### config.mk
export PLATFORM = sky130hd
export DESIGN_NAME = decode_queue
export DESIGN_NICKNAME = d
export VERILOG_FILES = /design/src/rtl/decode_queue.sv
export SDC_FILE = /design/constraint.sdc
export NUM_CORES = 1
export LEC_CHECK = 0
export ABC_AREA = 1
export CAP_MARGIN = 30
export CORE_MARGIN = 8
export CORE_UTILIZATION = 49
export CTS_BUF_LIST = sky130_fd_sc_hd__clkbuf_4 sky130_fd_sc_hd__clkbuf_8
export CTS_CLUSTER_DIAMETER = 100
export DETAILED_ROUTE_END_ITERATION = 6
export MAX_ROUTING_LAYER = met4
export PLACE_DENSITY = 0.79
export SYNTH_ARGS = -nofsm -noshare
export SYNTH_HDL_FRONTEND = slang
export SYNTH_SLANG_ARGS = --single-unit
### constraint.sdc
create_clock -name clk -period 6.1 [get_ports clk]
set_input_delay 1.22 -clock clk [delete_from_list [all_inputs] [get_ports clk]]
set_output_delay 1.22 -clock clk [all_outputs]
set_load 0.05 [all_outputs]
### src/rtl/decode_queue.sv
// RV32I (+ optional M) instruction decoder feeding a small FIFO of decoded bundles.
// Decode is combinational on the incoming word; the head entry drives all outputs.
module decode_queue #(
  parameter int XLEN     = 32,
  parameter int DEPTH    = 2,
  parameter bit ENABLE_M = 1'b0
) (
  input  logic                   clk,
  input  logic                   rst,
  input  logic                   flush,
  input  logic                   in_valid,
  output logic                   in_ready,
  input  logic [31:0]            instr,
  input  logic [XLEN-1:0]        pc_i,
  output logic                   out_valid,
  input  logic                   out_ready,
  output logic [3:0]             alu_ctrl,
  output logic [1:0]             alu_src_a,
  output logic                   alu_src_b,
  output logic                   reg_write,
  output logic                   mem_read,
  output logic                   mem_write,
  output logic                   mem_to_reg,
  output logic                   branch,
  output logic                   jump,
  output logic [2:0]             funct3_o,
  output logic                   md_op,
  output logic                   illegal,
  output logic [XLEN-1:0]        imm,
  output logic [4:0]             rd,
  output logic [4:0]             rs1,
  output logic [4:0]             rs2,
  output logic [XLEN-1:0]        pc_o,
  output logic [$clog2(DEPTH):0] count
);
  localparam int AW = $clog2(DEPTH);
  localparam int CW = AW + 1;

  localparam logic [6:0] OP_R     = 7'b0110011;
  localparam logic [6:0] OP_IMM   = 7'b0010011;
  localparam logic [6:0] OP_LOAD  = 7'b0000011;
  localparam logic [6:0] OP_STORE = 7'b0100011;
  localparam logic [6:0] OP_BR    = 7'b1100011;
  localparam logic [6:0] OP_JAL   = 7'b1101111;
  localparam logic [6:0] OP_JALR  = 7'b1100111;
  localparam logic [6:0] OP_LUI   = 7'b0110111;
  localparam logic [6:0] OP_AUIPC = 7'b0010111;

  typedef struct packed {
    logic [3:0]      alu_ctrl;
    logic [1:0]      alu_src_a;
    logic            alu_src_b;
    logic            reg_write;
    logic            mem_read;
    logic            mem_write;
    logic            mem_to_reg;
    logic            branch;
    logic            jump;
    logic [2:0]      funct3;
    logic            md_op;
    logic            illegal;
    logic [XLEN-1:0] imm;
    logic [4:0]      rd;
    logic [4:0]      rs1;
    logic [4:0]      rs2;
    logic [XLEN-1:0] pc;
  } bundle_t;

  function automatic logic [XLEN-1:0] sext(input logic [31:0] v);
    return XLEN'($signed(v));
  endfunction

  logic [6:0]  opcode;
  logic [6:0]  funct7;
  logic [2:0]  funct3;
  logic [31:0] imm_i, imm_s, imm_b, imm_j, imm_u;
  logic        legal;
  bundle_t     dec;
  bundle_t     head;

  logic [AW-1:0] wr_ptr_reg, rd_ptr_reg;
  logic [CW-1:0] count_reg;
  logic          push, pop;

  assign opcode = instr[6:0];
  assign funct3 = instr[14:12];
  assign funct7 = instr[31:25];
  assign imm_i  = {{20{instr[31]}}, instr[31:20]};
  assign imm_s  = {{20{instr[31]}}, instr[31:25], instr[11:7]};
  assign imm_b  = {{20{instr[31]}}, instr[7], instr[30:25], instr[11:8], 1'b0};
  assign imm_j  = {{12{instr[31]}}, instr[19:12], instr[20], instr[30:21], 1'b0};
  assign imm_u  = {instr[31:12], 12'b0};

  always_comb begin
    dec           = '0;
    dec.funct3    = funct3;
    dec.rd        = instr[11:7];
    dec.rs1       = instr[19:15];
    dec.rs2       = instr[24:20];
    dec.pc        = pc_i;
    dec.alu_src_b = 1'b1;
    legal         = 1'b1;
    case (opcode)
      OP_R: begin
        dec.reg_write = 1'b1;
        dec.alu_src_b = 1'b0;
        if (funct7 == 7'b0000000)
          dec.alu_ctrl = {1'b0, funct3};
        else if (funct7 == 7'b0100000 && (funct3 == 3'b000 || funct3 == 3'b101))
          dec.alu_ctrl = {1'b1, funct3};
        else if (funct7 == 7'b0000001 && ENABLE_M)
          dec.md_op = 1'b1;
        else
          legal = 1'b0;
      end
      OP_IMM: begin
        // imm[10] only selects SRAI; ADDI never turns into SUB
        dec.reg_write = 1'b1;
        dec.imm       = sext(imm_i);
        dec.alu_ctrl  = {1'b0, funct3};
        if (funct3 == 3'b001) begin
          legal = (funct7 == 7'b0000000);
        end else if (funct3 == 3'b101) begin
          legal           = (funct7 == 7'b0000000) || (funct7 == 7'b0100000);
          dec.alu_ctrl[3] = funct7[5];
        end
      end
      OP_LOAD: begin
        dec.mem_read   = 1'b1;
        dec.mem_to_reg = 1'b1;
        dec.reg_write  = 1'b1;
        dec.imm        = sext(imm_i);
        legal          = !(funct3 == 3'b011 || funct3[2:1] == 2'b11);
      end
      OP_STORE: begin
        dec.mem_write = 1'b1;
        dec.imm       = sext(imm_s);
        legal         = (funct3 < 3'b011);
      end
      OP_BR: begin
        dec.branch    = 1'b1;
        dec.alu_ctrl  = 4'b1000;
        dec.alu_src_b = 1'b0;
        dec.imm       = sext(imm_b);
        legal         = (funct3[2:1] != 2'b01);
      end
      OP_JAL: begin
        dec.jump      = 1'b1;
        dec.reg_write = 1'b1;
        dec.imm       = sext(imm_j);
        dec.alu_src_a = 2'b01;
      end
      OP_JALR: begin
        dec.jump      = 1'b1;
        dec.reg_write = 1'b1;
        dec.imm       = sext(imm_i);
        legal         = (funct3 == 3'b000);
      end
      OP_LUI: begin
        dec.reg_write = 1'b1;
        dec.imm       = sext(imm_u);
        dec.alu_src_a = 2'b10;
      end
      OP_AUIPC: begin
        dec.reg_write = 1'b1;
        dec.imm       = sext(imm_u);
        dec.alu_src_a = 2'b01;
      end
      default: legal = 1'b0;
    endcase
    // Illegal words still travel down the pipe so execute can trap on their pc.
    if (!legal) begin
      dec.illegal   = 1'b1;
      dec.reg_write = 1'b0;
      dec.mem_read  = 1'b0;
      dec.mem_write = 1'b0;
      dec.branch    = 1'b0;
      dec.jump      = 1'b0;
      dec.md_op     = 1'b0;
    end
  end

  assign in_ready  = (count_reg < CW'(DEPTH));
  assign out_valid = (count_reg != '0);
  assign push      = in_valid && in_ready && !flush;
  assign pop       = out_valid && out_ready && !flush;

  always_ff @(posedge clk or posedge rst) begin
    if (rst) begin
      wr_ptr_reg <= '0;
      rd_ptr_reg <= '0;
      count_reg  <= '0;
    end else if (flush) begin
      wr_ptr_reg <= '0;
      rd_ptr_reg <= '0;
      count_reg  <= '0;
    end else begin
      if (push) wr_ptr_reg <= wr_ptr_reg + 1'b1;
      if (pop)  rd_ptr_reg <= rd_ptr_reg + 1'b1;
      count_reg <= count_reg + CW'(push) - CW'(pop);
    end
  end

  bundle_t [DEPTH-1:0] entry_flat;

  generate
    for (genvar gi = 0; gi < DEPTH; gi++) begin : g_entry
      bundle_t entry_reg;
      always_ff @(posedge clk or posedge rst) begin
        if (rst)
          entry_reg <= '0;
        else if (push && (wr_ptr_reg == AW'(gi)))
          entry_reg <= dec;
      end
      assign entry_flat[gi] = entry_reg;
    end
  endgenerate

  assign head       = entry_flat[rd_ptr_reg];
  assign alu_ctrl   = head.alu_ctrl;
  assign alu_src_a  = head.alu_src_a;
  assign alu_src_b  = head.alu_src_b;
  assign reg_write  = head.reg_write;
  assign mem_read   = head.mem_read;
  assign mem_write  = head.mem_write;
  assign mem_to_reg = head.mem_to_reg;
  assign branch     = head.branch;
  assign jump       = head.jump;
  assign funct3_o   = head.funct3;
  assign md_op      = head.md_op;
  assign illegal    = head.illegal;
  assign imm        = head.imm;
  assign rd         = head.rd;
  assign rs1        = head.rs1;
  assign rs2        = head.rs2;
  assign pc_o       = head.pc;
  assign count      = count_reg;
endmodule

# After elaboration in Yosys (flattened, before gate mapping)

Cells that the tools add are included.

Word-level logic and storage cells: 112
Output and inout port bits: 101
Register bits: 198

Equality and inequality tests: 15
Add/sub/neg operators: 4
Mux-type cells: 28
Reductions and logical operators: 24
Bitwise gates (word level): 1
$lt $le $gt $ge: 3

Operators by type and width:

| cell                 | number |
|---|---|
| $mux W97             | 2 |
| $pmux W32 S5         | 1 |
| $eq A7 B6 Y1 const B | 4 |
| $eq A7 B7 Y1 const B | 3 |
| $mux W1              | 17 |
| $eq A7 B5 Y1 const B | 2 |
| $pmux W4 S3          | 1 |
| $mux W4              | 2 |
| $reduce_or A2 Y1     | 4 |
| $eq A7 B2 Y1 const B | 1 |
| $logic_and A1 B1 Y1  | 7 |
| $logic_not A7 Y1     | 1 |
| $pmux W1 S7          | 1 |
| $reduce_or A7 Y1     | 1 |
| $reduce_bool A2 Y1   | 3 |
| $reduce_or A3 Y1     | 2 |
| $mux W2              | 2 |
| $pmux W2 S2          | 1 |
| $eq A3 B1 Y1 const B | 1 |
| $eq A3 B2 Y1 const B | 1 |
| $eq A3 B3 Y1 const B | 1 |
| $logic_not A3 Y1     | 1 |
| $logic_or A1 B1 Y1   | 3 |
| $lt A3 B2 Y1 const B | 1 |
| 10 further kinds     | 12 |

# Logic depth before layout (Yosys ltp)

Gate-level depths: netlist (run 1).

Depth in word-level cells: 7
Depth in mapped cells: 12

# Worst setup path after synthesis (run 1)

No wires, ideal clock.

Kind: reg2out
Start point: register rd_ptr_reg
End point: output port alu_ctrl[0]
Required time: 4880 ps
Path slack: 3060 ps
Stages on the path, launching flop included: 4
Arrival: 1820 ps
Path through: dfrtp_1 -> clkbuf_1 -> clkbuf_1 -> o21ai_0

Longest elaborated chain between the ends: 2

Ends and longest elaborated chain:

| item                                         | line | RTL |
|---|---|---|
| start: declaration                           | 81   | `logic [AW-1:0] wr_ptr_reg, rd_ptr_reg;` |
| start signal: assignment                     | 199  | `if (pop) rd_ptr_reg <= rd_ptr_reg + 1'b1;` |
| $mux W97 (not written as such) (2 in series) | 219  | `assign head = entry_flat[rd_ptr_reg];` |
| end: declaration                             | 17   | `output logic [3:0] alu_ctrl,` |

No other way between the ends. The select of a mux whose other input is x is not followed.

# Final worst setup path (run 1)

Start point: register rd_ptr_reg
End point: output port funct3_o[1]

Longest elaborated chain between the ends: 2

Ends and longest elaborated chain:

| item                                         | line | RTL |
|---|---|---|
| $mux W97 (not written as such) (2 in series) | 219  |  |
| end: declaration                             | 26   | `output logic [2:0] funct3_o,` |

No other way between the ends. The select of a mux whose other input is x is not followed.

==> results of run 1 <==
-- worst max path at each step --
| stage | from | endpoint | slack [ns] |
|---|---|---|---|
| after floorplan | rst | count[0]$_DFF_PP0_ | 2.35 |
| after global placement | rd_ptr_reg$_DFFE_PP0P_ | mem_read | 2.18 |
| after detailed placement | rd_ptr_reg$_DFFE_PP0P_ | pc_o[21] | 2.10 |
| after CTS | rd_ptr_reg$_DFFE_PP0P_ | pc_o[21] | 1.58 |
| after global routing | rd_ptr_reg$_DFFE_PP0P_ | funct3_o[1] | 1.63 |
| final | rd_ptr_reg$_DFFE_PP0P_ | funct3_o[1] | 1.72 |
-- metal layers --
metal	vias to the layer above	share of wire	GRT usage
met4	0	0.012	0.0552
met2	298	0.46	0.335
met5	-	0	-
met1	3773	0.46	0.288
li1	3928	-	-
met3	23	0.065	0.0451
-- per-stage QoR --
stage               utilization  power (W)  instances  hold slack, ns  setup WS [ns]
floorplan                     -    0.00294       1183           0.449           2.35
global route              0.624    0.00456       1560           0.501           1.63
global placement          0.599    0.00345       1526           0.462           2.18
detailed placement        0.601    0.00349       1527           0.465           2.10
finish                    0.624    0.00431       1560           0.488           1.72
CTS                       0.623    0.00433       1559           0.490           1.58
-- power groups by stage --
stage          clock [W]  sequential (W)  combinational, W
6_report        0.000842         0.00181           0.00166
5_1_grt         0.000909         0.00185           0.00180
4_1_cts         0.000858         0.00180           0.00167
3_5_place_dp           0         0.00183           0.00167
3_3_place_gp           0         0.00182           0.00163
2_1_floorplan          0         0.00178           0.00116
-- final cells by class --
class / count / area [um2]
sequential: 196 / 4910
tap: 229 / 287
timing repair buffer: 179 / 1810
clock inverter: 14 / 154
clock buffer: 18 / 241
inverter: 86 / 330
multi-input combinational: 838 / 3550
fill: 1597 / 6800
-- logic make-up (layout without fill, tap and decap cells) --
group / Yosys count / in the layout
AND/OR/NAND/NOR: 649 / 649
adder cells (fa/ha/maj): 2 / 2
XOR/XNOR: 2 / 2
flip-flops: 196 / 196
other: 1 / 1
buffers and inverters: 149 / 297
AO/OA/AOI/OAI: 184 / 184
-- critical path, delay by kind of cell, from the launching register on --
family | cells | cell delay, ns
flops | 1 | 0.69
simple gates | 1 | 0.10
compound gates | 1 | 0.21
buf+inv | 2 | 1.60
-- placed cells by master (no fill, tap or decap), drive strengths merged --
cell           instances
nand3                 23
o2111ai                1
clkinv                 5
dfrtp                196
nor2                  42
a31oi                 14
ha                     2
nand2                581
inv                   87
conb                   1
nor2b                  1
clkbuf                18
bufinv                 2
or2                    1
xor2                   1
xnor2                  1
nor3                   1
buf                   11
a21oi                  3
clkinvlp               6
o21ai                166
clkdlybuf4s50        168
==> metrics.txt, run 1 <==
post-CTS sizing 0; hold path depth 2; antenna cells 0; clk slew on worst S/H paths 0.10 ns; final hold violation count 0; grt ovf 0; global-route wire length before repair 40,200 um; Clock Skew 0.00616 ns; Syn-to-layout area delta 24.5%; insertion delay to the later sink of the worst-skew pair 0.47 ns; top cells by count, synth 574 x nand2_1, 196 x dfrtp_1, 145 x o21ai_0; Final setup viols 0; relative slew slack 0.438; EDFF count, synth 0; Die Y-Extent 152 um; simple-gate share of the synthesized area 0.283; IO Pins 170; setup TNS 0 ns; Setup Fix Bufs, Post-CTS 0; area leader, netlist dfrtp_1; clk root buf clkbuf_8; hold path startpoint entry_flat[148]$_DFFE_PP0P_; worst slew pin tran 0.843 ns; CTS tree yes; R2R setup slack 3.68 ns; Comb pwr share 0.385; fraction of synthesized cell area in xor and xnor cells 0.00193; Clk network pwr share 0.195; count leader, synth nand2_1; ys flop type dfrtp_1; Sw Ratio 0.411; post-DR wirelength/cell 15.5 um; core area 18,100 um2; worst r2r src count[1]$_DFF_PP0_; H-tree depth 4; RSZ-0062 raised after global routing false; Post-CTS Hold Buffers 0; design area 11,300 um2; DPL Wire Length 16,500 um; Die Wd 152 um; critical path's slowest cell clkdlybuf4s50_1; max incr delay on CP 0.90 ns; Req. time, crit path 4.88 ns; Vias 8,022; max-cap violations 0; row cnt 49; Routed WL 24,100 um; fraction of final layout cells with drive strength greater than 1 0.0511; CP Launch Type flip-flop; Worst Setup End Kind output port; final worst path period need 4.38 ns; Synth cell types 31; port bufs 168; Hold Path Class flip-flop to flip-flop; worst hold path endpoint entry_flat[148]$_DFFE_PP0P_; Total GRT Usage 0.217; top cell type's share of synthesized area 0.541; Die ar. 23,100 um2; pin count of the biggest net entering global routing 133; number of buffers created by CTS 17; Clock Path Buffers 2; number of global-route vias before repair 7,776; cell-by-cell trace of the critical path buf_4 -> nand2_1 -> o21ai_0 -> clkdlybuf4s50_1; period utilization 0.717; Post-Synthesis Cell Area 9060 um2; mean post-synth cell area 7.66 um2; main combinational cell family by area after synthesis simple AND/OR/NAND/NOR gates; Synthesized Nets 1,254; Seq cells post-synth 196; Worst VDD drop 0.000203 V; initial antenna violation count 0; sequential power share 0.419; RD Place Congestion 0.896; crit path max fanout 75; Initial DRC Count 663; ys async rst share 1.00; Via density 5.14; Synth Area in Adders 0.00276; number of cells on the worst reg-to-reg path 8; DR pass1 iterations 5; CP arrival 3.16 ns; Nets 1,389; number of flip-flops in the largest register 192; Internal Pwr Total 0.00254 W; placed inst area 10,900 um2; clk sinks 196; critical path type flip-flop to output port; Max Freq 229 MHz; Syn Inst Count 1,183; proportion of synthesized area in mux cells 0; Synth warnings 0; status finished clean; number of remaining DRC errors 0; pwr dens 382 nW/um2; final antenna-violating net count 0; Leak Pwr 5.75 nW; post-synthesis compound-gate area fraction 0.104; Area contributors post-synth dfrtp_1 54%, nand2_1 24%, o21ai_0 8.0%; R2R Path End entry_flat[187]$_DFFE_PP0P_; Initial Util 0.501; max-slew violation count 0; Seq/Total Area, Yosys 0.541; sw power 0.00177 W
No activity file was read; power rests on OpenSTA's default activity.
==> run 2: changes to the inputs <==
--- a/config.mk
+++ b/config.mk
@@ -8,12 +8,12 @@
 export ABC_AREA = 1
 export CAP_MARGIN = 30
 export CORE_MARGIN = 8
-export CORE_UTILIZATION = 49
+export CORE_UTILIZATION = 54
 export CTS_BUF_LIST = sky130_fd_sc_hd__clkbuf_4 sky130_fd_sc_hd__clkbuf_8
 export CTS_CLUSTER_DIAMETER = 100
 export DETAILED_ROUTE_END_ITERATION = 6
 export MAX_ROUTING_LAYER = met4
-export PLACE_DENSITY = 0.79
+export PLACE_DENSITY = 0.82
 export SYNTH_ARGS = -nofsm -noshare
 export SYNTH_HDL_FRONTEND = slang
 export SYNTH_SLANG_ARGS = --single-unit
==> constraint.sdc (replaced) <==
create_clock -name clk -period 4.24 [get_ports clk]
set_input_delay 0.848 -clock clk [delete_from_list [all_inputs] [get_ports clk]]
set_output_delay 0.848 -clock clk [all_outputs]
set_load 0.05 [all_outputs]
==> metrics.txt, run 2 (synthesis results as in run 1) <==
number of global-route vias before repair 7,737; Die ar. 21,200 um2; DR pass1 iterations 5; Initial DRC Count 657; setup TNS 0 ns; IO Pins 170; status finished clean; CTS tree yes; Leak Pwr 5.81 nW; global-route wire length before repair 39,500 um; Hold Slack 0.485 ns; crit path max fanout 39; port bufs 168; insertion delay to the later sink of the worst-skew pair 0.47 ns; max-cap violations 0; row cnt 47; Setup Fix Bufs, Post-CTS 0; critical path type flip-flop to output port; final hold violation count 0; final antenna-violating net count 0; initial antenna violation count 0; Final setup viols 0; Syn-to-layout area delta 25.5%; clk slew on worst S/H paths 0.09 ns; CP Launch Type flip-flop; Die Wd 146 um; commonest non-fill, non-tap cell in the layout nand2_1; number of remaining DRC errors 0; dpl cells 1,521; CP arrival 2.97 ns; worst slew pin tran 0.904 ns; Total GRT Usage 0.233; Vias 8,061; max incr delay on CP 0.80 ns; grt ovf 0; number of flip-flops in the largest register 192; Routed WL 24,000 um; cell-by-cell trace of the critical path inv_2 -> buf_4 -> nand2_1 -> nand2_1 -> clkdlybuf4s50_1; critical path's slowest cell clkdlybuf4s50_1; antenna cells 0; core area 16,500 um2; max-slew violation count 0; DPL Wire Length 16,600 um; total power 0.00632 W; period utilization 0.900; pwr dens 556 nW/um2; Max Freq 262 MHz; Worst Setup End Kind output port; fraction of final layout cells with drive strength greater than 1 0.0525; most frequent cells in the layout 574 x nand2_1, 195 x dfrtp_1, 168 x clkdlybuf4s50_1; setup ws final 0.424 ns; crit path buf inv count 3; number of buffers created by CTS 17; Clock Skew 0.00924 ns; relative slew slack 0.396; Worst path top cell family by delay buffers and inverters; fin cells 1,553; Via density 5.19; Hold Path Class flip-flop to flip-flop; Initial Util 0.548; Post-CTS Hold Buffers 0; RD Place Congestion 0.930; pre-CTS setup slack 0.923 ns; post-CTS sizing 0; clk sinks 196; post-DR wirelength/cell 15.5 um; pin count of the biggest net entering global routing 79; cell mode on critical path nand2_1; final worst path period need 3.82 ns; Nets 1,391; Req. time, crit path 3.39 ns; H-tree depth 4; Clock Path Buffers 2; Die Y-Extent 146 um; clk root buf clkbuf_8; Worst VDD drop 0.000343 V; RSZ-0062 raised after global routing false
## run 2: cell type report
class                   count  area, um2
clock inverters            12        178
flip-flops and latches    196       4910
clock buffers              20        263
repair buffers            181       1870
inverters                  86        330
multi-input cells         838       3550
fillers                  1386       5150
well taps                 220        275
## run 2: final timing paths
kind                                            startpoint                          end  slack [ns]  cells after the start
worst max register to register          count[1]$_DFF_PP0_    entry_flat[9]$_DFFE_PP0P_        2.04                      7
max in group asynchronous                              rst  entry_flat[106]$_DFFE_PP0P_        2.52                      3
worst max-delay path                rd_ptr_reg$_DFFE_PP0P_                       rs1[4]        0.42                      5
min in group asynchronous                              rst  entry_flat[124]$_DFFE_PP0P_        0.91                      2
worst min-delay path            entry_flat[64]$_DFFE_PP0P_   entry_flat[64]$_DFFE_PP0P_        0.49                      2
worst min register to register  entry_flat[64]$_DFFE_PP0P_   entry_flat[64]$_DFFE_PP0P_        0.49                      2
## run 2: metrics by stage
step | instance area, um2 | util
finish | 11400 | 0.688
global route | 11400 | 0.688
CTS | 11400 | 0.688
detailed placement | 10900 | 0.662
global placement | 10900 | 0.662
floorplan | 9070 | -
## run 2: report_power, final
part	internal, W	leakage, nW	switching (W)
logic	0.000793	3.05	0.00160
clock network	0.000673	0.213	0.000656
registers	0.00233	2.54	0.000274
total	0.00379	5.81	0.00253
## run 2: metal layers
metal | up-vias | GRT usage | wire length (um)
li1 | 3935 | - | -
met1 | 3807 | 0.322 | 11000
met3 | 27 | 0.0420 | 1620
met5 | - | - | 0
met4 | 0 | 0.0599 | 298
met2 | 292 | 0.349 | 11100
## run 2: worst register-to-register path, stage by stage (launching register included)
cell and delay [ns]:
dfrtp_1 0.43, inv_1 0.14, nand3_4 0.14, nor2_8 0.11, clkinv_2 0.59, buf_12 0.47, nand2_1 0.12, o21ai_0 0.08
==> run 3: changes to the inputs <==
--- a/config.mk
+++ b/config.mk
@@ -12,6 +12,7 @@
 export CTS_BUF_LIST = sky130_fd_sc_hd__clkbuf_4 sky130_fd_sc_hd__clkbuf_8
 export CTS_CLUSTER_DIAMETER = 100
 export DETAILED_ROUTE_END_ITERATION = 6
+export GPL_TIMING_DRIVEN = 0
 export MAX_ROUTING_LAYER = met4
 export PLACE_DENSITY = 0.82
 export SYNTH_ARGS = -nofsm -noshare
==> metrics.txt, run 3 (synthesis results as in run 1) <==
Vias 8,521; crit path max fanout 10; clk slew on worst S/H paths 0.11 ns; Worst Setup End Kind output port; worst r2r src count[1]$_DFF_PP0_; RSZ-0062 raised after global routing false; critical path's slowest cell clkdlybuf4s50_1; RD Place Congestion 0.990; Worst path top cell family by delay buffers and inverters; Post-CTS Hold Buffers 0; post-CTS sizing 0; Die Y-Extent 146 um; Final Util 0.696; relative slew slack 0.559; grt ovf 0; max-slew violation count 0; Internal Pwr Total 0.00361 W; Initial Util 0.548; final hold violation count 0; insertion delay to the later sink of the worst-skew pair 0.50 ns; pwr dens 544 nW/um2; number of buffers created by CTS 17; Hold Path Class flip-flop to flip-flop; CP arrival 3.13 ns; most frequent cells in the layout 574 x nand2_1, 196 x dfrtp_1, 168 x clkdlybuf4s50_1; CP startpoint rd_ptr_reg$_DFFE_PP0P_; Worst VDD drop 0.000305 V; Leak Pwr 5.85 nW; sw power 0.00265 W; Req. time, crit path 3.39 ns; pin count of the biggest net entering global routing 45; number of global-route vias before repair 8,463; setup TNS 0 ns; status finished clean; Setup Fix Bufs, Post-CTS 0; crit path buf inv count 4; Routed WL 26,800 um; cell mode on critical path nand2_1; DR pass1 iterations 5; clk root buf clkbuf_8; Initial DRC Count 825; final antenna-violating net count 0; IO Pins 170; Syn-to-layout area delta 26.9%; row cnt 47; antenna cells 0; Nets 1,445; pre-CTS setup slack 0.710 ns; H-tree depth 4; Comb pwr share 0.397; Die ar. 21,200 um2; Die Wd 146 um; commonest non-fill, non-tap cell in the layout nand2_1; cell-by-cell trace of the critical path clkinv_1 -> buf_2 -> buf_1 -> nand2_1 -> nand2_1 -> clkdlybuf4s50_1; DPL Wire Length 19,700 um; core area 16,500 um2; Final setup viols 0; Clk network pwr share 0.191; Clock Path Buffers 2; sequential power share 0.412; period utilization 0.939; Sw Ratio 0.423; max incr delay on CP 0.82 ns; final worst path period need 3.98 ns; port bufs 168; Max Freq 251 MHz; post-DR wirelength/cell 16.7 um; number of flip-flops in the largest register 192; initial antenna violation count 0; total power 0.00626 W; max-cap violations 0; global-route wire length before repair 43,400 um; setup ws final 0.259 ns; clk sinks 196; CTS tree yes; CP Launch Type flip-flop; Total GRT Usage 0.262; critical path type flip-flop to output port; fill count 1,371; worst slew pin tran 0.662 ns; hold path startpoint entry_flat[161]$_DFFE_PP0P_; fraction of final layout cells with drive strength greater than 1 0.0613; Via density 5.30; Clock Skew 0.0190 ns; number of remaining DRC errors 0
## run 3: cell types whose count changed in the layout (fill, tap and decap cells not counted), sizes merged
cell      delta
bufinv       -3
clkinvlp     -1
clkinv       +4
inv          +3
buf         +27
clkbuf      +24
## run 3: per-stage QoR
step	hold slack, ns	cell area, um2	std cells
floorplan	0.449	9070	1183
finish	0.489	11500	1607
global placement	0.461	11000	1571
global route	0.501	11500	1607
CTS	0.490	11500	1608
detailed placement	0.465	11100	1576
## run 3: power by group through the flow
stage	sequential (W)	clock, W	combinational [W]
floorplan	0.00256	0	0.00168
global placement	0.00258	0	0.00245
detailed placement	0.00260	0	0.00250
CTS	0.00256	0.00120	0.00251
global route	0.00263	0.00127	0.00268
finish	0.00258	0.00119	0.00249
## run 3: worst reg2reg max path, cell delays in order (launching register included)
cell,delay [ns]
dfrtp_1,0.42
inv_1,0.15
nand3_4,0.14
nor2_4,0.23
inv_2,0.14
buf_2,0.22
buf_2,0.23
nand2_1,0.08
o21ai_0,0.09
## run 3: path summary, 6_finish.rpt
check                           slack (ns)                     endpoint  cells past startpoint
worst max-delay path                  0.26                  funct3_o[2]                      6
worst min-delay path                  0.49  entry_flat[161]$_DFFE_PP0P_                      2
worst max register to register        2.41  entry_flat[134]$_DFFE_PP0P_                      8
worst min register to register        0.49  entry_flat[161]$_DFFE_PP0P_                      2
max in group asynchronous             2.54   entry_flat[52]$_DFFE_PP0P_                      5
min in group asynchronous             0.69  entry_flat[126]$_DFFE_PP0P_                      2
## run 3: metal layers
layer  share of wire  wire [um]  vias up  GRT usage
met5               0          0        -          -
met4           0.018        481        0     0.0760
met3           0.076       2030       44     0.0557
met2            0.47      12700      380      0.408
met1            0.43      11600     4055      0.341
li1                -          -     4042          -
## run 3: final cells by class
class,instances,area (um2),share of cell area
clock inverter,15,148,0.0128
tap,220,275,0.0239
timing repair buffer,173,1780,0.155
sequential,196,4900,0.426
clock buffer,17,234,0.0203
multi-input combinational,838,3550,0.309
buffer,62,279,0.0243
inverter,86,327,0.0284
